`src/rtl/axi_rd_arbiter.sv`:
```
// Two-master AXI read arbiter: one read outstanding at the shared slave,
// grant held from AR acceptance through the R burst's rlast, priority rotates per burst.
`ifndef AXI_DATA_WIDTH
`define AXI_DATA_WIDTH 32
`endif
`ifndef AXI_ID_WIDTH
`define AXI_ID_WIDTH 4
`endif

module axi_rd_arbiter #(
  parameter int ADDR_WIDTH = 16,
  parameter int DATA_WIDTH = `AXI_DATA_WIDTH,
  parameter int ID_WIDTH   = `AXI_ID_WIDTH
) (
  input  logic                  clk,
  input  logic                  rst_n,
  input  logic                  m0_arvalid,
  output logic                  m0_arready,
  input  logic [ADDR_WIDTH-1:0] m0_araddr,
  input  logic [ID_WIDTH-1:0]   m0_arid,
  input  logic [3:0]            m0_arlen,
  output logic                  m0_rvalid,
  input  logic                  m0_rready,
  output logic [DATA_WIDTH-1:0] m0_rdata,
  output logic [ID_WIDTH-1:0]   m0_rid,
  output logic [1:0]            m0_rresp,
  output logic                  m0_rlast,
  input  logic                  m1_arvalid,
  output logic                  m1_arready,
  input  logic [ADDR_WIDTH-1:0] m1_araddr,
  input  logic [ID_WIDTH-1:0]   m1_arid,
  input  logic [3:0]            m1_arlen,
  output logic                  m1_rvalid,
  input  logic                  m1_rready,
  output logic [DATA_WIDTH-1:0] m1_rdata,
  output logic [ID_WIDTH-1:0]   m1_rid,
  output logic [1:0]            m1_rresp,
  output logic                  m1_rlast,
  output logic                  s_arvalid,
  input  logic                  s_arready,
  output logic [ADDR_WIDTH-1:0] s_araddr,
  output logic [ID_WIDTH-1:0]   s_arid,
  output logic [3:0]            s_arlen,
  input  logic                  s_rvalid,
  output logic                  s_rready,
  input  logic [DATA_WIDTH-1:0] s_rdata,
  input  logic [ID_WIDTH-1:0]   s_rid,
  input  logic [1:0]            s_rresp,
  input  logic                  s_rlast,
  output logic                  busy,
  output logic                  grant
);

  typedef enum logic [1:0] {
    S_IDLE = 2'd0,
    S_AR   = 2'd1,
    S_R    = 2'd2
  } state_t;

  state_t     state_q, state_d;
  logic       grant_q, grant_d;
  logic       prio_q, prio_d;
  logic [1:0] req;
  logic       win;

  assign req = {m1_arvalid, m0_arvalid};
  // The prio master wins if it is requesting; otherwise the only requester does.
  assign win = req[prio_q] ? prio_q : ~prio_q;

  always_ff @(posedge clk or negedge rst_n) begin
    if (!rst_n) begin
      state_q <= S_IDLE;
      grant_q <= 1'b0;
      prio_q  <= 1'b0;
    end else begin
      state_q <= state_d;
      grant_q <= grant_d;
      prio_q  <= prio_d;
    end
  end

  always_comb begin
    state_d    = state_q;
    grant_d    = grant_q;
    prio_d     = prio_q;
    s_arvalid  = 1'b0;
    s_araddr   = '0;
    s_arid     = '0;
    s_arlen    = '0;
    s_rready   = 1'b0;
    m0_arready = 1'b0;
    m1_arready = 1'b0;
    m0_rvalid  = 1'b0;
    m0_rdata   = '0;
    m0_rid     = '0;
    m0_rresp   = '0;
    m0_rlast   = 1'b0;
    m1_rvalid  = 1'b0;
    m1_rdata   = '0;
    m1_rid     = '0;
    m1_rresp   = '0;
    m1_rlast   = 1'b0;
    unique case (state_q)
      S_IDLE: begin
        if (|req) begin
          grant_d = win;
          state_d = S_AR;
        end
      end
      S_AR: begin
        if (grant_q) begin
          s_arvalid  = m1_arvalid;
          s_araddr   = m1_araddr;
          s_arid     = m1_arid;
          s_arlen    = m1_arlen;
          m1_arready = s_arready;
        end else begin
          s_arvalid  = m0_arvalid;
          s_araddr   = m0_araddr;
          s_arid     = m0_arid;
          s_arlen    = m0_arlen;
          m0_arready = s_arready;
        end
        if (s_arvalid && s_arready) state_d = S_R;
      end
      S_R: begin
        if (grant_q) begin
          m1_rvalid = s_rvalid;
          m1_rdata  = s_rdata;
          m1_rid    = s_rid;
          m1_rresp  = s_rresp;
          m1_rlast  = s_rlast;
          s_rready  = m1_rready;
        end else begin
          m0_rvalid = s_rvalid;
          m0_rdata  = s_rdata;
          m0_rid    = s_rid;
          m0_rresp  = s_rresp;
          m0_rlast  = s_rlast;
          s_rready  = m0_rready;
        end
        // Burst end comes from the slave's rlast only; arlen is never counted here.
        if (s_rvalid && s_rready && s_rlast) begin
          prio_d  = ~grant_q;
          state_d = S_IDLE;
        end
      end
      default: state_d = S_IDLE;
    endcase
  end

  assign busy  = (state_q != S_IDLE);
  assign grant = grant_q;

endmodule

```
`config.mk`:
```
export PLATFORM = sky130hd
export DESIGN_NAME = axi_rd_arbiter
export DESIGN_NICKNAME = d
export VERILOG_FILES = /design/src/rtl/axi_rd_arbiter.sv
export SDC_FILE = /design/constraint.sdc
export NUM_CORES = 1
export LEC_CHECK = 0
export CORE_AREA = 2 2 79 81
export DETAILED_ROUTE_END_ITERATION = 6
export DIE_AREA = 0 0 81 83
export PLACE_DENSITY = 0.77
export SLEW_MARGIN = 0
export SYNTH_ARGS = -nofsm -noshare
export SYNTH_HDL_FRONTEND = slang
export SYNTH_SLANG_ARGS = --single-unit
export TNS_END_PERCENT = 1
```
`constraint.sdc`:
```
create_clock -name clk -period 3.1 [get_ports clk]
set_input_delay 0.62 -clock clk [delete_from_list [all_inputs] [get_ports clk]]
set_output_delay 0.62 -clock clk [all_outputs]
set_load 0.02 [all_outputs]
```
==> flow_summary.toml <==
[sta]
holdWs_ns = 0.5185
period_needed_ns = 2.658
fin_crit_sh = 0.8574
maxSlewViolCount = 0
worstMarginPinSlew_ns = 0.3353
clock.fmax_ghz = 0.3762
hold_viol_final = 0
rsz0062_at_grt = "no"
finClkSkew_ns = 0.002031
relSlewSlack = 0.7765
finalSetupViolations = 0
fin_tns_setup_ns = 0

[synth]
synth-edff-count = 0
synth_nets = 266
synth_warnings = 0
avgSynthCellArea_um2 = 7.471
yosysSeqAreaShare = 0.07835
synth-xor-area-share = 0
synth_compound_area_frac = 0.02547
synth_top_family_by_area = "simple AND/OR/NAND/NOR gates"
synthAdderAreaFrac = 0
synthesis.area_um2 = 1277
syn_inst = 171
synth_mux_area_frac = 0.2155
synthSimpleGateAreaFrac = 0.5984
synthFlopType = "dfrtp_1"
yosysTopAreaCellShare = 0.4701
synth_seq_cells = 4
async_flop_share = 1.000
synth.largest_area_cell = "and2_2"
synth_area_leaders = "and2_2, mux2i_1, nor2_1"
synth_cell_type_count = 19

[floorplan]
die_w_um = 81
rows = 28
ios = 205
dieArea_um2 = 6723
die_h_um = 83
core-area_um2 = 5816
floorplan.initialDensity = 0.2197

[pwr]
irDropWorstVdd_v = 0.0004050
power_uw = 1813
p_per_area_nw_per_um2 = 533.6
leakagePower_uw = 0.001396

[drt]
ant_nets = 0
dr.pass1.iters = 4
via_per_inst = 4.245
drc_errors = 0
drt_wl_total_um = 5934
drt-wirelength-per-cell_um = 13.36
vias = 1885
drt_iter0_markers = 19

[clock_tree]
post_cts_resized = 0
cts_tree = "built"
cts_max_path_buffers = 2
htree_levels = 1
cts.sink_count = 4
cts_root_buf = "clkbuf_8"
clk_pin_slew_ns = 0.03
hold_buffers = 0
numCtsBuffers = 3
post_cts_buffers = 0
clk_latency_ns = 0.22

[setup_path]
cp-start-kind = "flop"
worstPathMaxFanout = 40
arrival_ns = 2.04
worstPathRequired_ns = 2.48
cpPeakStageDelay_ns = 0.64
path_class = "flop to output port"
crit_slowest_cell = "clkdlybuf4s50_1"
cp-end-kind = "output port"
cp_cell_sequence = "nand2b_4, nor2_1, buf_4, and2_2, clkdlybuf4s50_1"

[layout]
syn2layout_area_growth_pct = 166.0
fill_cells = 553
seq_area_um2 = 100.1
antenna_cells = 0
final_common_cell = "clkdlybuf4s50_1"
fin_util = 0.5843
nets = 466
drive_above_1_share = 0.2493
final_cell_mix = "clkdlybuf4s50_1, and2_2, nor2_1"
multiInputGateArea_um2 = 1072

[min_path]
hold_class = "flop to flop"

[placed_design]
dp.final_hpwl_um = 5122
io_buffers = 204
routabilityCongestion = 0.7658

[run_status]
outcome = "finished, final reports clean"

[grt]
grt_pass1_wl_um = 9135
grt_max_degree = 41
first_global_vias = 1791
antenna_found_initial = 0
grtUsageTotal = 0.1708
grt.overflow.total = 0

[flow_run]
cap_viol_max_count = 0
-- kinds of logic (layout without fill, tap and decap cells) --
logic type             after synthesis  in the layout
AO/OA/AOI/OAI                        4              4
flip-flops                           4              4
AND/OR/NAND/NOR                    119            119
buffers and inverters               17            215
multiplexers                        27             27
-- synth_stat cells (2+ instances only) --
library cell / number
nand2_1: 2
buf_4: 2
and2_2: 80
buf_6: 3
inv_1: 3
nor2_1: 31
mux2i_1: 25
nor3_1: 4
dfrtp_1: 4
clkbuf_2: 8
-- registers in the layout, indices dropped and copies added (netlist names) --
register,flops
grant,1
prio_q,1
state_q,2
-- final cells by class --
| cell class | count | share of cell area |
|---|---|---|
| clock buffers | 3 | 0.01215 |
| flip-flops and latches | 4 | 0.02946 |
| multi-input cells | 150 | 0.3155 |
| repair buffers | 209 | 0.6119 |
| well taps | 75 | 0.02761 |
| inverters | 3 | 0.003314 |
-- worst max-delay path, delay by kind of cell (launching register included) --
family,cells,cell delay [ns]
and+or+nand+nor,3,0.46
buffers and inverters,2,0.95
DFF,1,0.41
-- where the power goes --
part | switching [µW] | total [µW] | internal [µW]
Combinational | 789 | 1600 | 806
Clock | 26.9 | 110 | 82.8
Sequential | 30.1 | 108 | 78.2
Total | 846 | 1810 | 967
-- final timing paths --
path / depth (start not counted) / end / from / slack [ns]
setup / recovery: 5 / m1_rdata[1] / state_q[0] / 0.44
hold / removal: 1 / prio_q / prio_q / 0.52
setup reg to reg: 4 / prio_q / grant / 1.49
hold reg to reg: 1 / prio_q / prio_q / 0.52
max in group asynchronous: 1 / state_q[0] / rst_n / 2.31
min in group asynchronous: 1 / prio_q / rst_n / 0.61
-- routing by layer --
metal | share of wire | vias to the layer above | global-route usage
met2 | 0.52 | 118 | 0.3268
met3 | 0.13 | 12 | 0.05761
met1 | 0.33 | 810 | 0.1649
met5 | 0 | - | 0
met4 | 0.024 | 0 | 0.05701
li1 | - | 945 | -
-- metrics by stage --
step / cells / setup slack (ns) / cell area, µm²
after floorplan: 171 / 1.161 / 1277
after global placement: 441 / 0.4955 / 3357
after detailed placement: 441 / 0.4926 / 3357
after CTS: 444 / 0.4271 / 3398
after global routing: 444 / 0.3247 / 3398
final: 444 / 0.4422 / 3398
No activity file was read; power rests on OpenSTA's default activity.
